**src/rtl/module_banco_de_registros_sb.sv**
```systemverilog
// Register file with two write ports, optional write-to-read bypass, and an
// issue/writeback scoreboard that drives per-read-port hazard flags.
module module_banco_de_registros_sb #(
   parameter int N      = 32,
   parameter int W      = 32,
   parameter int NR     = 2,
   parameter int BYPASS = 1
) (
   input  logic                      clk,
   input  logic                      rst,
   input  logic [NR*$clog2(N)-1:0]   addr_rs,
   output logic [NR*W-1:0]           rs,
   output logic [NR-1:0]             rs_hazard,
   input  logic                      we0,
   input  logic [$clog2(N)-1:0]      addr_rd0,
   input  logic [W-1:0]              data_in0,
   input  logic                      we1,
   input  logic [$clog2(N)-1:0]      addr_rd1,
   input  logic [W-1:0]              data_in1,
   input  logic                      issue_valid,
   input  logic [$clog2(N)-1:0]      issue_rd,
   output logic [N-1:0]              busy
);

   localparam int AW = $clog2(N);

   logic [W-1:0] regs_q [N];
   logic [N-1:0] busy_q;
   logic [N-1:0] busy_d;

   // Issue is evaluated first so that a same-cycle writeback cannot clear a
   // destination that was just re-issued.
   always_comb begin
      busy_d = busy_q;
      for (int k = 1; k < N; k++) begin
         if (issue_valid && (issue_rd == AW'(k))) begin
            busy_d[k] = 1'b1;
         end else if ((we0 && (addr_rd0 == AW'(k))) ||
                      (we1 && (addr_rd1 == AW'(k)))) begin
            busy_d[k] = 1'b0;
         end
      end
      busy_d[0] = 1'b0;
   end

   // Port 1 is assigned last so it wins a same-address dual write.
   always_ff @(posedge clk or negedge rst) begin
      if (!rst) begin
         for (int k = 0; k < N; k++) begin
            regs_q[k] <= '0;
         end
         busy_q <= '0;
      end else begin
         busy_q <= busy_d;
         if (we0 && (addr_rd0 != '0)) begin
            regs_q[addr_rd0] <= data_in0;
         end
         if (we1 && (addr_rd1 != '0)) begin
            regs_q[addr_rd1] <= data_in1;
         end
      end
   end

   assign busy = busy_q;

   for (genvar i = 0; i < NR; i++) begin : g_rd
      logic [AW-1:0] ra;
      logic          hit0;
      logic          hit1;

      assign ra   = addr_rs[i*AW +: AW];
      assign hit1 = (BYPASS != 0) && we1 && (addr_rd1 == ra) && (ra != '0);
      assign hit0 = (BYPASS != 0) && we0 && (addr_rd0 == ra) && (ra != '0);

      // regs_q[0] is never written, so address 0 reads zero without a mux term.
      assign rs[i*W +: W]  = hit1 ? data_in1 : (hit0 ? data_in0 : regs_q[ra]);
      assign rs_hazard[i]  = busy_q[ra] && !(hit0 || hit1);
   end

endmodule

```
**config.mk**
```make
export PLATFORM = sky130hd
export DESIGN_NAME = module_banco_de_registros_sb
export DESIGN_NICKNAME = d
export VERILOG_FILES = /design/src/rtl/module_banco_de_registros_sb.sv
export SDC_FILE = /design/constraint.sdc
export NUM_CORES = 2
export LEC_CHECK = 0
export CORE_MARGIN = 4
export CORE_UTILIZATION = 40
export DETAILED_ROUTE_END_ITERATION = 10
export SYNTH_ARGS = -nofsm -noshare
export SYNTH_HDL_FRONTEND = slang
export SYNTH_SLANG_ARGS = --single-unit
```
**constraint.sdc**
```tcl
create_clock -name clk -period 6.2 [get_ports clk]
set_input_delay 1.24 -clock clk [delete_from_list [all_inputs] [get_ports clk]]
set_output_delay 1.24 -clock clk [all_outputs]
set_load 0.02 [all_outputs]
```
---- Yosys cells after proc, flatten, opt, wreduce, memory -nomap -nowiden ----
Index checks and enable logic that the tools add are counted.
word-level totals
  bits in registers ....................... 1055
  logic and storage cells ................. 433
  input port bits ......................... 94
operators by class
  muxes and demuxes ....................... 84
  order comparisons ....................... 8
  eq/ne operators ......................... 97
  reduce and logical (&&, ||, !) cells .... 177
  bitwise logic cells ..................... 4
operators by type and width
  cell                                                                   count
  1024-bit bitwise mux                                                   2
  1024-bit 2-to-1 mux                                                    2
  32-bit binary-select mux with 5-bit select                             2
  32-bit demux with 5-bit select                                         2
  32-bit 2-to-1 mux                                                      10
  5-bit equality test, second input constant                             48
  5-bit by 4-bit equality test with 1-bit output, second input constant  24
  1-bit logical AND                                                      107
  1-bit 2-to-1 mux                                                       64
  2-bit nonzero test                                                     31
  5-bit by 3-bit equality test with 1-bit output, second input constant  12
  1-bit logical OR                                                       33
  5-bit by 2-bit equality test with 1-bit output, second input constant  6
  6-bit greater-or-equal comparator, second input constant               4
  5-bit inverter with 6-bit output                                       4
  5-bit equality test                                                    4
  5-bit nonzero test                                                     4
  5-bit by 1-bit equality test with 1-bit output, second input constant  3
  5-bit by 6-bit < comparator with 1-bit output, second input constant   2
  6-bit by 1-bit < comparator with 1-bit output, second input constant   2
  1-bit binary-select mux with 5-bit select                              2
  1-bit zero test                                                        2

---- Logic depth before layout (Yosys ltp) ----
  depth in word-level cells ............... 9
  depth in mapped cells ................... 9
  gate-level depth less buffers ........... 5

---- Worst setup path after synthesis ----
Ideal clock, no wire load.
  path kind ............................... input-to-output
  start ................................... input port addr_rs[7]
  end ..................................... output port rs_hazard[1]
  stages on the path ...................... 6
  slack ................................... 1524 ps
  arrival ................................. 3436 ps
  cell sequence ........................... buf_4 or4_4 o211ai_2 nor2_2 buf_6 a2111oi_0
on the way
  longest elaborated chain between the ends .. 6
  elaborated cells on any way between the ends .. 12
  classes of those cells .................. eq/ne: 2; mux: 2; reduce/logical: 8
ends and longest elaborated chain
  what                                                                               RTL line  source
  start, declared                                                                    11        input logic [NR*$clog2(N)-1:0] addr_rs,
  branches (longest 5 deep; another with 1-bit binary-select mux with 5-bit select)  n/a
  1-bit logical AND *                                                                77        assign rs_hazard[i] = busy_q[ra] && !(hit0 || hit1);
  end, declared                                                                      13        output logic [NR-1:0] rs_hazard,
Every way passes the cells marked *. The select of a mux whose other input is x is not followed.

---- Worst setup path after layout ----
  start ................................... input port addr_rs[0]
  end ..................................... output port rs[7]
on the way
  longest elaborated chain between the ends .. 6
  elaborated cells on any way between the ends .. 13
  classes of those cells .................. eq/ne: 2; mux: 5; bitwise: 1; reduce/logical: 5
ends and longest elaborated chain
  what                                                    RTL line  source
  5-bit inverter with 6-bit output (not written as such)  76        assign rs[i*W +: W] = hit1 ? data_in1 : (hit0 ? data_in0 : regs_q[ra]);
  32-bit binary-select mux with 5-bit select              76
  32-bit 2-to-1 mux (not written as such) (2 in a row)    76
  32-bit 2-to-1 mux                                       76
  32-bit 2-to-1 mux *                                     76
  end, declared                                           12        output logic [NR*W-1:0] rs,
Every way passes the cells marked *; elsewhere a longest branch is shown, timed or not. The select of a mux whose other input is x is not followed.

==> summary.txt <==
Timing
  – Max-slew violation count: 0
  – Final min period: between 6 and 7 ns
  – Slew margin rel.: 0.103
  – Skew final: 0 ns
  – Slew @ Worst Pin: 1.35 ns
  – Setup TNS: 0 ns
  – RSZ-0062 raised after global routing: no
  – Fmax: 165 MHz
  – Final setup vio count: 0
  – Period utilization: 0.978
  – Final hold vios: 0

Clock network
  – Htree depth: 3
  – Longest Clk Path Bufs: 3
  – CTS tree: built
  – CTS buffer count: approximately 120
  – Clock Sinks: about 1100
  – CTS root buffer: clkbuf_16
  – Clock Latency Late Sink: 0.79 ns
  – Clock slew at reported path FFs: 0.06 ns
  – Hold buffers post-CTS: 0

Critical path
  – Required @ worst endpoint: 4.96 ns
  – Crit start category: input port
  – Reg2reg end: regs_q[649]$_DFF_PN0_
  – Flop2flop setup slack: between 5 and 6 ns
  – Max FO, Critical Path: 42
  – Crit end category: output port
  – Worst Path Arrival: 4.82 ns
  – Reg2reg start: regs_q[649]$_DFF_PN0_
  – R2R cell count: 2
  – Crit Path Class: input port to output port

Logic synthesis
  – Async set-reset flop share out of synthesis: 1.00
  – Prevailing post-synth register cell: dfrtp_1
  – Post-synthesis mux area share: 0.337
  – Cell variety after synth: just under 60
  – FF+latch count, synth: 1055
  – Post-synth EDFFs: 0
  – Synthesized area per cell: 10.7 um^2
  – Post-synthesis simple-gate area fraction: 0.0784
  – Top cells by area, synth: dfrtp_1 (40%), mux4_2 (17%), mux2i_1 (17%)
  – Synth Area in Compound Gates: 0.130
  – Post-Synth Adder-Cell Area: 0
  – Synth Area in XOR/XNOR: 0.00264
  – Synthesized area: 66300 um^2
  – Largest family of logic cells by synthesized area: multiplexers
  – Net Count, Synth: around 6300
  – Seq/Total Area, Yosys: 0.398
  – Warnings from Yosys: 0
  – Yosys top cell by area: dfrtp_1
  – Synth top area share: 0.398
  – Gate Count Post-Synth: approximately 6200

Drt
  – Via density: 6.75
  – Met2 wire len: 129000 um
  – Routed wl met3: about 35000 um
  – DR pass1 iterations: 6
  – Post-route DRC: 0
  – Top Metal Used: met5
  – Wire length per cell: roughly 35 um
  – Antenna-violating nets left: 0
  – Met1 Wirelength: 106000 um
  – DRT iter0 DRCs: 8357
  – Via Count: 55800
  – Detailed Route WL: 293000 um

Floorplan
  – Die area: 172000 um^2
  – Chip height: roughly 420 um
  – Die X: around 420 um
  – # IOs: 192
  – Initial Util: 0.402
  – Cell row count: 149
  – Core area: 165000 um^2

Finish
  – Share of layout cells above drive strength 1: 0.177
  – Multi-input logic area: between 30000 and 40000 um^2
  – Fillcell total: between 15000 and 20000
  – Finished Layout Cells: 8275
  – Most common cell after layout, fill and taps aside: mux2i_1
  – Commonest non-fill, non-tap cells in the layout: mux2i_1 (1101), dfrtp_1 (1055), nor2_1 (799)
  – Area Overhead vs Synth: 12.0%
  – Register area: 26400 um^2
  – Nets: 6076
  – Final design utilization: 0.451

Status
  – Status: finished, final reports clean

Min path
  – Hold Crit Start: regs_q[1006]$_DFF_PN0_
  – HP Class: flip-flop to flip-flop
  – WHS Path Cells: 0
  – Worst Hold Endpoint: regs_q[1006]$_DFF_PN0_

GRT
  – Vias in the first global route: 53700
  – GRT overflow: 0
  – Antenna violations before repair: 23
  – First-pass GRT wire length: 413000 um
  – GRT Total Usage: 0.332
  – Largest net degree at the start of global routing: 162

Power
  – Worst vdd ir: 0.263 mV
  – Cell Pwr Density: 325 nW/um^2
  – Tot Pwr: 24.1 mW
  – Lkg Pwr: 33.0 nW

Flow run
  – Total of max-cap violations: 0

Place
  – Cells after DPL: roughly 8100
  – RePlAce Congestion: 0.984
  – Post-DP HPWL: 178000 um
  – IO Port Bufs: 190
==> per-layer routing <==
| layer | track usage | up-vias |
|---|---|---|
| met4 | 0.232 | 10 |
| met1 | 0.413 | 28100 |
| li1 | - | 22500 |
| met2 | 0.490 | 4139 |
| met5 | 0 | - |
| met3 | 0.105 | 1036 |
==> repair_timing <==
item | in CTS | in global routing
endpoints found under the setup margin | 0 | 1
gates resized for setup | 0 | 1
buffers inserted | 0 | 0
==> final cells by class <==
class                      count  area share
antenna                       15    0.000505
clock buffer                 174      0.0461
clock inverter                35     0.00578
inverter                       5    0.000303
multi-input combinational   4350       0.497
sequential                  1055       0.355
tap                         2189      0.0369
timing repair buffer         452      0.0580
==> power by group <==
group | internal, mW | switching, mW | total, mW
Sequential | 8.70 | 1.51 | 10.2
Combinational | 3.48 | 3.21 | 6.69
Clock | 4.09 | 3.15 | 7.24
==> worst max-delay path by stage <==
stage | startpoint | to | slack (ns) | cells past startpoint
final | addr_rs[0] | rs[7] | 0.14 | 8
after global routing | addr_rs[2] | rs[7] | 0.07 | 8
after CTS | addr_rs[0] | rs[9] | 0.20 | 8
after detailed placement | addr_rs[0] | rs[9] | 0.20 | 8
after global placement | addr_rs[2] | rs[9] | 0.27 | 8
after floorplan | addr_rs[7] | rs_hazard[1] | 1.52 | 6
==> through the flow <==
stage / instance area [um^2] / hold WS, ns / setup WS [ns]
after CTS: 74200 / 0.397 / 0.200
after floorplan: 66300 / 0.441 / 1.52
after global routing: 74300 / 0.412 / 0.0732
after detailed placement: 70400 / 0.382 / 0.198
after global placement: 70400 / 0.377 / 0.272
final: 74300 / 0.396 / 0.139
==> cells by family after synthesis <==
family / Yosys count
buffers and inverters: 806
other: 1
flip-flops: 1055
AO/OA/AOI/OAI: 1451
multiplexers: 1605
XOR/XNOR: 20
AND/OR/NAND/NOR: 1273
==> synthesized netlist by cell type (4+ instances only) <==
library cell,count
mux2i_1,1101
dfrtp_1,1055
nor2_1,814
a21oi_1,785
clkbuf_1,506
mux4_2,503
nand2_1,299
o21ai_0,273
buf_2,167
and2_1,71
a32oi_1,64
a221o_1,63
buf_4,60
buf_1,54
a221oi_1,50
o22ai_1,50
a2111oi_0,45
a22oi_1,38
a32o_1,21
a2111oi_1,18
nor2b_1,17
xnor2_1,16
o211ai_1,14
buf_6,13
a2bb2oi_1,12
o21ai_1,12
nand2b_1,11
nand3_1,10
nand4_1,9
nor3_1,6
nand2_2,5
or3_1,5
and3_1,4
xor2_1,4
==> sequential cells by signal, indices dropped and copies added (netlist names) <==
register and cells:
busy 31, regs_q 1024
==> worst max-delay path: stages <==
cell,delay (ns)
buf_8,0.20
or3_1,0.49
nor2_1,0.28
nor4_4,0.19
buf_4,0.27
a2111oi_0,1.07
a221o_1,0.34
clkdlybuf4s50_1,0.63
Power figures use the tool's default switching activity.
